[src/rtl/tl_pkg.sv]
// Shared types and constants for the two-road traffic light sequencer.
// Phase encodings are fixed: the phase value is exported on the s output
// and consumed directly by the light drivers.
package tl_pkg;

  // Intersection phases; 6/7 only become reachable with TRAFFIC_PED_EN.
  typedef enum logic [2:0] {
    A_GREEN   = 3'd0,
    A_YELLOW  = 3'd1,
    ALLRED_A  = 3'd2,
    B_GREEN   = 3'd3,
    B_YELLOW  = 3'd4,
    ALLRED_B  = 3'd5,
    WALK_TO_B = 3'd6,
    WALK_TO_A = 3'd7
  } phase_t;

  // Light codes shared by both roads.
  localparam logic [1:0] LIGHT_GREEN  = 2'b00;
  localparam logic [1:0] LIGHT_YELLOW = 2'b01;
  localparam logic [1:0] LIGHT_RED    = 2'b10;

  // Default dwell times, in ticks.
  localparam int GREEN_MIN_DEF = 5;
  localparam int GREEN_MAX_DEF = 10;
  localparam int YELLOW_T_DEF  = 3;
  localparam int ALLRED_T_DEF  = 1;
  localparam int WALK_T_DEF    = 4;

  // True for either pedestrian walk phase.
  function automatic logic is_walk(input phase_t p);
    return (p == WALK_TO_B) || (p == WALK_TO_A);
  endfunction

endpackage

[src/rtl/tl_state_reg.sv]
// Phase register for the traffic sequencer. Resets synchronously
// (active-low) to ALLRED_B so the first green after reset goes to road A.
module tl_state_reg
  import tl_pkg::*;
(
  input  logic   clk,
  input  logic   reset,
  input  phase_t i_next,
  output phase_t o_phase
);

  phase_t r_phase;

  // Hold the current phase; reset forces the clearance phase after B.
  always_ff @(posedge clk) begin
    if (!reset) begin
      r_phase <= ALLRED_B;
    end else begin
      r_phase <= i_next;
    end
  end

  assign o_phase = r_phase;

endmodule

[src/rtl/traffic_ctrl.sv]
// Two-road intersection sequencer. Computes the next phase from the road
// sensors and a per-phase dwell timer, and decodes the phase into light
// codes for road A and road B.
// Optional feature macro: TRAFFIC_PED_EN adds the pedestrian request
// input, the walk lamp output and the two walk phases.
module traffic_ctrl
  import tl_pkg::*;
#(
  parameter int GREEN_MIN = GREEN_MIN_DEF,
  parameter int GREEN_MAX = GREEN_MAX_DEF,
  parameter int YELLOW_T  = YELLOW_T_DEF,
  parameter int ALLRED_T  = ALLRED_T_DEF,
  parameter int WALK_T    = WALK_T_DEF
) (
  input  logic       clk,
  input  logic       reset,
  input  logic       tick,
  input  logic       ta,
  input  logic       tb,
`ifdef TRAFFIC_PED_EN
  input  logic       ped_req,
`endif
  output logic [2:0] s,
  output logic [1:0] la,
  output logic [1:0] lb
`ifdef TRAFFIC_PED_EN
  ,
  output logic       walk
`endif
);

  // Timer must count up to the longest dwell it is compared against.
  localparam int DWELL_MAX = (GREEN_MAX > WALK_T) ? GREEN_MAX : WALK_T;
  localparam int TW        = $clog2(DWELL_MAX + 1);

  localparam logic [TW-1:0] T_SAT    = {TW{1'b1}};
  localparam logic [TW-1:0] T_GMIN   = TW'(GREEN_MIN - 1);
  localparam logic [TW-1:0] T_GMAX   = TW'(GREEN_MAX - 1);
  localparam logic [TW-1:0] T_YELLOW = TW'(YELLOW_T - 1);
  localparam logic [TW-1:0] T_ALLRED = TW'(ALLRED_T - 1);
`ifdef TRAFFIC_PED_EN
  localparam logic [TW-1:0] T_WALK   = TW'(WALK_T - 1);
`endif

  phase_t        w_phase;
  phase_t        w_next;
  logic [TW-1:0] r_timer;
  logic          w_demand_a;
  logic          w_demand_b;
  logic          w_ped_pend;

`ifdef TRAFFIC_PED_EN
  logic          r_ped_pend;
  logic          w_enter_walk;

  assign w_ped_pend   = r_ped_pend;
  assign w_enter_walk = is_walk(w_next) && !is_walk(w_phase);
`else
  assign w_ped_pend   = 1'b0;
`endif

  // Cross-road demand: a waiting vehicle, or a pending pedestrian request.
  assign w_demand_a = ta | w_ped_pend;
  assign w_demand_b = tb | w_ped_pend;

  tl_state_reg u_state (
    .clk     (clk),
    .reset   (reset),
    .i_next  (w_next),
    .o_phase (w_phase)
  );

  // Next-phase selection; normal transitions only happen in tick cycles.
  always_comb begin
    w_next = w_phase;
    case (w_phase)
      A_GREEN: begin
        if (tick && (r_timer >= T_GMIN) && w_demand_b &&
            (!ta || (r_timer >= T_GMAX))) begin
          w_next = A_YELLOW;
        end else begin
          w_next = A_GREEN;
        end
      end
      A_YELLOW: begin
        if (tick && (r_timer == T_YELLOW)) begin
          w_next = ALLRED_A;
        end else begin
          w_next = A_YELLOW;
        end
      end
      ALLRED_A: begin
        if (tick && (r_timer == T_ALLRED)) begin
`ifdef TRAFFIC_PED_EN
          w_next = w_ped_pend ? WALK_TO_B : B_GREEN;
`else
          w_next = B_GREEN;
`endif
        end else begin
          w_next = ALLRED_A;
        end
      end
      B_GREEN: begin
        if (tick && (r_timer >= T_GMIN) && w_demand_a &&
            (!tb || (r_timer >= T_GMAX))) begin
          w_next = B_YELLOW;
        end else begin
          w_next = B_GREEN;
        end
      end
      B_YELLOW: begin
        if (tick && (r_timer == T_YELLOW)) begin
          w_next = ALLRED_B;
        end else begin
          w_next = B_YELLOW;
        end
      end
      ALLRED_B: begin
        if (tick && (r_timer == T_ALLRED)) begin
`ifdef TRAFFIC_PED_EN
          w_next = w_ped_pend ? WALK_TO_A : A_GREEN;
`else
          w_next = A_GREEN;
`endif
        end else begin
          w_next = ALLRED_B;
        end
      end
`ifdef TRAFFIC_PED_EN
      WALK_TO_B: begin
        if (tick && (r_timer == T_WALK)) begin
          w_next = B_GREEN;
        end else begin
          w_next = WALK_TO_B;
        end
      end
      WALK_TO_A: begin
        if (tick && (r_timer == T_WALK)) begin
          w_next = A_GREEN;
        end else begin
          w_next = WALK_TO_A;
        end
      end
`endif
      // Walk phases without the pedestrian feature are illegal: recover
      // immediately, independent of tick.
      default: begin
        w_next = ALLRED_B;
      end
    endcase
  end

  // Dwell timer: cleared on every phase change, else counts ticks and saturates.
  always_ff @(posedge clk) begin
    if (!reset) begin
      r_timer <= {TW{1'b0}};
    end else if (w_next != w_phase) begin
      r_timer <= {TW{1'b0}};
    end else if (tick && (r_timer != T_SAT)) begin
      r_timer <= r_timer + {{(TW-1){1'b0}}, 1'b1};
    end else begin
      r_timer <= r_timer;
    end
  end

`ifdef TRAFFIC_PED_EN
  // Pedestrian request latch: cleared when a walk phase starts, requests
  // arriving during a walk phase are ignored.
  always_ff @(posedge clk) begin
    if (!reset) begin
      r_ped_pend <= 1'b0;
    end else if (w_enter_walk) begin
      r_ped_pend <= 1'b0;
    end else if (ped_req && !is_walk(w_phase)) begin
      r_ped_pend <= 1'b1;
    end else begin
      r_ped_pend <= r_ped_pend;
    end
  end

  assign walk = is_walk(w_phase);
`endif

  assign s = w_phase;

  // Moore decode of the current phase into road light codes.
  always_comb begin
    la = LIGHT_RED;
    lb = LIGHT_RED;
    case (w_phase)
      A_GREEN:  la = LIGHT_GREEN;
      A_YELLOW: la = LIGHT_YELLOW;
      B_GREEN:  lb = LIGHT_GREEN;
      B_YELLOW: lb = LIGHT_YELLOW;
      default: begin
        la = LIGHT_RED;
        lb = LIGHT_RED;
      end
    endcase
  end

endmodule

[config.mk]
export PLATFORM = sky130hd
export DESIGN_NAME = traffic_ctrl
export DESIGN_NICKNAME = d
export VERILOG_FILES = /design/src/rtl/tl_pkg.sv /design/src/rtl/tl_state_reg.sv /design/src/rtl/traffic_ctrl.sv
export SDC_FILE = /design/constraint.sdc
export NUM_CORES = 1
export LEC_CHECK = 0
export CORE_AREA = 2 2 39 41
export DETAILED_ROUTE_END_ITERATION = 16
export DIE_AREA = 0 0 41 43
export GPL_ROUTABILITY_DRIVEN = 0
export PLACE_DENSITY_LB_ADDON = 0.2
export SKIP_CTS_REPAIR_TIMING = 1
export SLEW_MARGIN = 20
export SYNTH_ARGS = -nofsm -noshare
export SYNTH_HDL_FRONTEND = slang
export SYNTH_SLANG_ARGS = --single-unit
[constraint.sdc]
create_clock -name clk -period 2 [get_ports clk]
set_input_delay 0.3 -clock clk [delete_from_list [all_inputs] [get_ports clk]]
set_output_delay 0.3 -clock clk [all_outputs]
set_load 0.05 [all_outputs]
# == Word level (Yosys, flattened, before mapping) ==
# Index checks and enable logic that the tools add are counted.
# word_totals
out_inout_bits,7
regBits,7
elab_cells,38
# classes
addsub,1
order_cmp,2
eq_ne,8
n_mux,9
n_bitwise,1
n_reduce_logical,15
# ops
op,n
$pmux 3 s6,1
$logic_and 1x1->1,8
$pmux 2 s2,2
$eq 3x2->1 const B,2
$eq 3x3->1 const B,2
$mux 3,2
$add 4x1->4 const B,1
$eq 4x2->1 const B,1
$ge 4x3->1 const B,1
$ge 4x4->1 const B,1
$logic_not 4->1,1
$ne 4x4->1 const B,1
$eq 3x1->1 const B,1
$logic_not 3->1,1
$mux 1,3
$ne 3x3->1,1
$logic_not 1->1,2
$logic_or 1x1->1,2
$mux 2,1
$reduce_or 2->1,1
$not 1->1,1

# == Longest topological paths before layout ==
# Gate-level depths: netlist of the first run.
# logic_depth
word_depth,8
ltp_mapped,7
depth_no_buf,7

# == Cells and area by module ==
# A second synthesis of the first run with hierarchy kept.
# hier_totals
hier_cells,69
area_unflattened_um2,629.4
# by_module_without_submodules
mod,seq_area_each_um2,cells_each,instances,area_per_inst_um2
traffic_ctrl,80.1,63,1,550.5
tl_state_reg,60.1,6,1,78.8

# == Worst setup path before layout of the first run ==
# No wires, ideal clock.
# synth_timing
path_type,flip-flop to output port
from,register u_state.r_phase[2] (netlist: u_state.o_phase[2])
to,output lb[1]
required_ns,1.700
setup_slack_ns,-0.398
path_stages_with_launch,5
n_path_buf,1
t_arrival_ns,2.098
path_cell_list,dfxtp_1 > buf_2 > nand2b_1 > nor2_1 > nor2_1
# synth_via
elab_chain_len,2
word_cells_on_any_way,3
cone_classes,2 x eq/ne; 1 x mux
# synth_lines
element,line_no,text
"start, declared",tl_state_reg.sv:12,phase_t r_phase;
"start signal, assigned",tl_state_reg.sv:19,r_phase <= i_next;
$eq 3x3->1 or $eq 3x2->1 (tied branches),traffic_ctrl.sv:190,case (w_phase)
$pmux 2 s2 *,traffic_ctrl.sv:190,
"end, declared",traffic_ctrl.sv:25,output logic [1:0] lb
# Mark *: on every way between the ends. The rest lies on a longest branch, timed or not.

# == Worst setup path after layout of the first run ==
# layout_timing
from,register r_timer[0]
to,register r_timer[2]
# layout_via
elab_chain_len,8
word_cells_on_any_way,25
cone_classes,1 x add/sub; 2 x order compare; 3 x eq/ne; 7 x mux; 12 x reduce/logical
# layout_lines
element,line_no,text
"start, declared",traffic_ctrl.sv:47,logic [TW-1:0] r_timer;
"start signal, assigned",traffic_ctrl.sv:156,r_timer <= {TW{1'b0}};
"start signal, assigned",traffic_ctrl.sv:158,r_timer <= {TW{1'b0}};
"start signal, assigned",traffic_ctrl.sv:160,"r_timer <= r_timer + {{(TW-1){1'b0}}, 1'b1};"
$ge 4x3->1,"traffic_ctrl.sv:78, traffic_ctrl.sv:104",
$logic_and 1x1->1,"traffic_ctrl.sv:78, traffic_ctrl.sv:104",
$logic_and 1x1->1 (on tied branches) (2 in series),"traffic_ctrl.sv:104, traffic_ctrl.sv:78",
$mux 3 or $mux 1 (tied branches),"traffic_ctrl.sv:104, traffic_ctrl.sv:78",
$pmux 3 s6,traffic_ctrl.sv:76,case (w_phase)
$ne 3x3->1,traffic_ctrl.sv:157,end else if (w_next != w_phase) begin
$reduce_or 2->1 (no line),n/a,
# Several ways; a longest one is shown, not always the timed one.
# A chain may end at the register's enable or synchronous reset.

==> results of run 1 <==
-- tightest hold or removal path, cell delays in order, from the launching register on --
cell and delay, ps:
dfxtp_1 340, a21oi_1 130, o21ai_0 90
-- layout make-up --
class                           count  area, um2
Timing Repair Buffer               17        163
Multi-Input combinational cell     57        422
Tap cell                           16       20.0
Inverter                            6       22.5
Clock buffer                        4       26.3
Fill cell                         131        591
Sequential cell                     7        140
-- synthesized netlist by cell type, types with 3 or more instances --
cell	n	area [um2]
a21oi_1	5	25.0
ha_1	5	62.6
nor3b_1	3	22.5
buf_2	3	15.0
inv_1	6	22.5
nand2_1	10	37.5
o21ai_0	3	15.0
nand2b_1	4	25.0
dfxtp_1	7	140
nor2_1	5	18.8
-- path summary, 6_finish.rpt --
path                           start            endpoint  slack (ps)  cells past startpoint
setup / recovery          r_timer[0]          r_timer[2]         240                      6
hold / removal    u_state.o_phase[0]  u_state.o_phase[2]         620                      2
setup reg to reg          r_timer[0]          r_timer[2]         240                      6
hold reg to reg   u_state.o_phase[0]  u_state.o_phase[2]         620                      2
-- through the flow --
stage	utilization [%]	instance area, um2	setup WS [ps]
2_1_floorplan	-	607	3.81
3_3_place_gp	55.4	767	75.8
3_5_place_dp	55.4	767	51.1
4_1_cts	57.3	793	195
5_1_grt	57.3	793	63.9
6_report	57.3	793	236
-- where the power goes --
part	internal [mW]	switching (mW)
Sequential	0.154	0.0193
Combinational	0.134	0.180
Clock	0.0757	0.0456
Total	0.364	0.245
-- registers in the layout, indices dropped and copies added, names as in the netlist --
name	count
u_state.o_phase	3
r_timer	4
-- logic make-up (layout without fill, tap and decap cells) --
group           count (synthesis)  after routing  synth area share (%)
buf+inv                        10             27                  7.48
mux                             2              2                  3.33
xor+xnor                        1              1                  1.46
fa+ha+maj                       5              5                  10.4
flops                           7              7                  23.3
compound gates                 16             16                  19.5
simple gates                   33             33                  34.5
-- metal layers --
layer / up-vias / GRT usage, %
met5: - / 0
met4: 0 / 10.0
met3: 2 / 3.14
met2: 8 / 20.9
met1: 241 / 27.0
li1: 294 / -
==> flow_metrics.env, run 1 <==
export IMPL_outcome="finished, final reports clean"
export IMPL_drv_cap=0
export IMPL_track_usage_pct=17.2
export IMPL_whs_ps=619
export IMPL_clock_tree_buffer_depth=2
export IMPL_area_delta_synth_final_pct=31.8
export IMPL_synth_nets=84
export IMPL_critPathTopFamily="compound AO/OA/AOI/OAI gates"
export IMPL_setup_violations=0
export IMPL_synth_edf_count=0
export IMPL_hold_path_class="reg2reg"
export IMPL_synth_flop_cell="dfxtp_1"
export IMPL_clk_pin_slew_worst_paths_ps=50
export IMPL_synth_distinct_cells=29
export IMPL_power_density_nw_per_um2=769
export IMPL_die_y_um=43
export IMPL_start_util_pct=43.5
export IMPL_worst_setup_path_type="reg2reg"
export IMPL_max_stage_delay_ps=370
export IMPL_max_freq_ghz=0.567
export IMPL_final_layout_size_suffix_gt1_share_pct=28.6
export IMPL_cts_sinks=7
export IMPL_cts_root_buf="clkbuf_4"
export IMPL_grt_overflow=0
export IMPL_critPathSlowestCell="a221oi_2"
export IMPL_antenna_found_initial=0
export IMPL_highest_layer="met4"
export IMPL_crit_path_end_kind="flop"
export IMPL_via_count=545
export IMPL_drv_slew=0
export IMPL_grt_pass1_vias=494
export IMPL_firstDrtPassIters=4
export IMPL_path_buf_inv=1
export IMPL_antenna_cells=0
export IMPL_wl_um=1200
export IMPL_via_per_inst=5.09
export IMPL_grt_pass1_wl_um=2090
export IMPL_io_pins=12
export IMPL_grt_setup_unrepaired="no"
export IMPL_yosys_warnings=0
export IMPL_core_um2=1380
export IMPL_fp_row_count=14
export IMPL_synthesis_area_um2=602
export IMPL_setup_tns_ps=0
export IMPL_clock_skew_ps=0.819
export IMPL_fin_crit_ps=1760
export IMPL_grt_max_degree=12
export IMPL_arrival_ps=1920
export IMPL_hold_violations=0
export IMPL_cp_start_kind="flop"
export IMPL_fin_crit_sh_pct=88.2
export IMPL_die_w_um=41
export IMPL_drcViolationCount=0
export IMPL_cts_max_level=1
export IMPL_ir_drop_mv=0.472
export IMPL_synthCells=74
export IMPL_clock_latency_ps=240
export IMPL_post_place_cells=103
export IMPL_antenna_left=0
export IMPL_synth_seq_cells=7
export IMPL_total_power_uw=610
export IMPL_dr_wl_met2_um=535
export IMPL_wl_per_cell_um=11.3
export IMPL_required_ps=2150
export IMPL_final_cell_mix="buf_4, nand2_1, dfxtp_1"
export IMPL_path_cells="buf_4 -> ha_1 -> nor3b_1 -> a221oi_1 -> a221oi_2 -> nor4b_2"
export IMPL_numCtsBuffers=3
export IMPL_path_max_fanout=4
export IMPL_drtIter0Drc=12
export IMPL_final_cell_count_no_fill=107
export IMPL_wl_met3_um=39
export IMPL_final_common_cell="buf_4"
export IMPL_dp_hpwl_um=980
export IMPL_cts_tree="yes"
export IMPL_fp_dieArea_um2=1760
export IMPL_syn_area_per_cell_um2=8.13
export IMPL_portBuffers=11
export IMPL_slew_limit_headroom_pct=73.5
export IMPL_p_leak_nw=0.337
export IMPL_async_flop_share_pct=0
export IMPL_synth_seq_area_share_pct=23.3
export IMPL_nets=102
export IMPL_wl_met1_um=617
export IMPL_worst_pin_slew_ps=397
Power figures use the tool's default switching activity.
==> run 2: changes to the inputs <==
--- a/config.mk
+++ b/config.mk
@@ -5,13 +5,14 @@
 export SDC_FILE = /design/constraint.sdc
 export NUM_CORES = 1
 export LEC_CHECK = 0
-export CORE_AREA = 2 2 39 41
+export CORE_AREA = 2 2 40 42
 export DETAILED_ROUTE_END_ITERATION = 16
-export DIE_AREA = 0 0 41 43
+export DIE_AREA = 0 0 42 44
 export GPL_ROUTABILITY_DRIVEN = 0
 export PLACE_DENSITY_LB_ADDON = 0.2
 export SKIP_CTS_REPAIR_TIMING = 1
-export SLEW_MARGIN = 20
+export SKIP_LAST_GASP = 1
+export SLEW_MARGIN = 0
 export SYNTH_ARGS = -nofsm -noshare
 export SYNTH_HDL_FRONTEND = slang
 export SYNTH_SLANG_ARGS = --single-unit
==> run 2 against run 1 <==
Compared with the run above:
- maximum frequency is 0.54% higher
- clock power hardly changed
- count of clock-buffer cells in the layout stayed put
- final area is 0.32% lower
- critical endpoint unchanged
==> flow_metrics.env, run 2 (synthesis results as in run 1) <==
export IMPL_outcome="finished, final reports clean"
export IMPL_holdPathStages=2
export IMPL_clock_skew_ps=0.878
export IMPL_sw_frac_of_total_pct=40.6
export IMPL_crit_path_end_kind="flop"
export IMPL_setup_tns_ps=0
export IMPL_cp_start_kind="flop"
export IMPL_antenna_found_initial=0
export IMPL_clock_tree_buffer_depth=2
export IMPL_top_register="r_timer"
export IMPL_cts_tree="yes"
export IMPL_drv_slew=0
export IMPL_r2r_start="r_timer[0]"
export IMPL_core_um2=1420
export IMPL_grt_overflow=0
export IMPL_hold_path_class="reg2reg"
export IMPL_grt_pass1_vias=484
export IMPL_track_usage_pct=15.5
export IMPL_hold_violations=0
export IMPL_drcViolationCount=0
export IMPL_r2r_cells=7
export IMPL_required_ps=2160
export IMPL_holdPathEnd="u_state.o_phase[2]"
export IMPL_antenna_cells=0
export IMPL_clk_pin_slew_worst_paths_ps=50
export IMPL_dp_hpwl_um=1030
export IMPL_path_max_fanout=4
export IMPL_drv_cap=0
export IMPL_final_seq_area_um2=140
export IMPL_antenna_left=0
export IMPL_nets=101
export IMPL_power_density_nw_per_um2=778
export IMPL_fin_crit_ps=1750
export IMPL_grt_max_degree=12
export IMPL_fp_dieArea_um2=1850
export IMPL_cts_root_buf="clkbuf_4"
export IMPL_io_pins=12
export IMPL_max_freq_ghz=0.570
export IMPL_whs_ps=622
export IMPL_fin_crit_sh_pct=87.7
export IMPL_setup_violations=0
export IMPL_worst_setup_path_type="reg2reg"
export IMPL_worst_pin_slew_ps=356
export IMPL_numCtsBuffers=3
export IMPL_place_area_um2=759
export IMPL_ir_drop_mv=0.458
export IMPL_wl_um=1340
export IMPL_final_core_util_pct=55.7
export IMPL_intPower_uw=365
export IMPL_multi_input_area_um2=427
export IMPL_firstDrtPassIters=4
export IMPL_grt_setup_unrepaired="no"
export IMPL_die_w_um=42
export IMPL_r2r_end="r_timer[2]"
export IMPL_slew_limit_headroom_pct=76.3
export IMPL_grt_pass1_wl_um=2130
export IMPL_drtIter0Drc=10
export IMPL_fp_row_count=14
export IMPL_clockPowerShare_pct=20.1
export IMPL_cts_max_level=1
export IMPL_die_y_um=44
export IMPL_clock_latency_ps=240
export IMPL_nFillCells=136
export IMPL_start_util_pct=42.4
export IMPL_rrSetupSlack_ps=250
export IMPL_via_per_inst=5.42
export IMPL_cts_sinks=7
export IMPL_arrival_ps=1910
export IMPL_portBuffers=11
export IMPL_p_sw_uw=250
export IMPL_seq_power_share_pct=28.8
export IMPL_hold_start="u_state.o_phase[0]"
export IMPL_final_layout_size_suffix_gt1_share_pct=28.9
export IMPL_final_cell_mix="nand2_1, buf_4, dfxtp_1"
export IMPL_pwr_share_comb_pct=51.1
export IMPL_wl_per_cell_um=12.6
export IMPL_largest_register_ffs=4
export IMPL_p_leak_nw=0.335
export IMPL_via_count=574
export IMPL_design_area_um2=791
export IMPL_area_delta_synth_final_pct=31.4
export IMPL_total_power_uw=615
==> run 2: changes by cell type in the layout (fill, tap and decap cells not counted) <==
| cell | change |
|---|---|
| buf_4 | -1 |
| nor3b_1 | -1 |
| nor3b_2 | +1 |
==> run 2: through the flow <==
| stage | instances | worst slack (ps) |
|---|---|---|
| 2_1_floorplan | 74 | 3.81 |
| 3_3_place_gp | 102 | 138 |
| 3_5_place_dp | 102 | 110 |
| 4_1_cts | 106 | 117 |
| 5_1_grt | 106 | 77.5 |
| 6_report | 106 | 245 |
==> run 2: area by class of cell <==
| class | instances | share of cell area [%] |
|---|---|---|
| flip-flops and latches | 7 | 17.7 |
| repair buffers | 16 | 19.6 |
| well taps | 16 | 2.53 |
| clock buffers | 4 | 3.32 |
| inverters | 6 | 2.85 |
| multi-input cells | 57 | 54.0 |
==> run 2: routing by layer <==
| metal | track usage [%] | vias up | share of wire, % | wire length (um) |
|---|---|---|---|---|
| li1 | - | 295 | - | - |
| met1 | 20.6 | 266 | 47 | 631 |
| met2 | 22.8 | 11 | 48 | 643 |
| met3 | 2.08 | 2 | 3.9 | 52 |
| met4 | 11.6 | 0 | 0.67 | 9 |
| met5 | 0 | - | 0 | 0 |
==> run 2: power groups by stage <==
stage | clock, mW | sequential, mW | combinational, mW
floorplan | 0 | 0.195 | 0.194
global placement | 0 | 0.179 | 0.309
detailed placement | 0 | 0.180 | 0.313
CTS | 0.131 | 0.177 | 0.313
global route | 0.133 | 0.179 | 0.337
finish | 0.124 | 0.177 | 0.314
==> run 2: critical path: stages (launching register included) <==
cell,delay (ps)
dfxtp_1,330
inv_1,120
ha_1,150
nor3b_2,190
a221oi_1,110
buf_4,160
a221oi_2,360
nor4b_2,250
==> run 2: worst max path at each step <==
| stage | endpoint | cells past startpoint | slack (ps) | from |
|---|---|---|---|---|
| after detailed placement | r_timer[2] | 6 | 110 | tick |
| after global routing | r_timer[2] | 7 | 80 | r_timer[0] |
| final | r_timer[2] | 7 | 250 | r_timer[0] |
| after floorplan | lb[1] | 4 | 4 | u_state.o_phase[2] |
| after global placement | r_timer[2] | 7 | 140 | tick |
| after CTS | r_timer[2] | 7 | 120 | r_timer[0] |
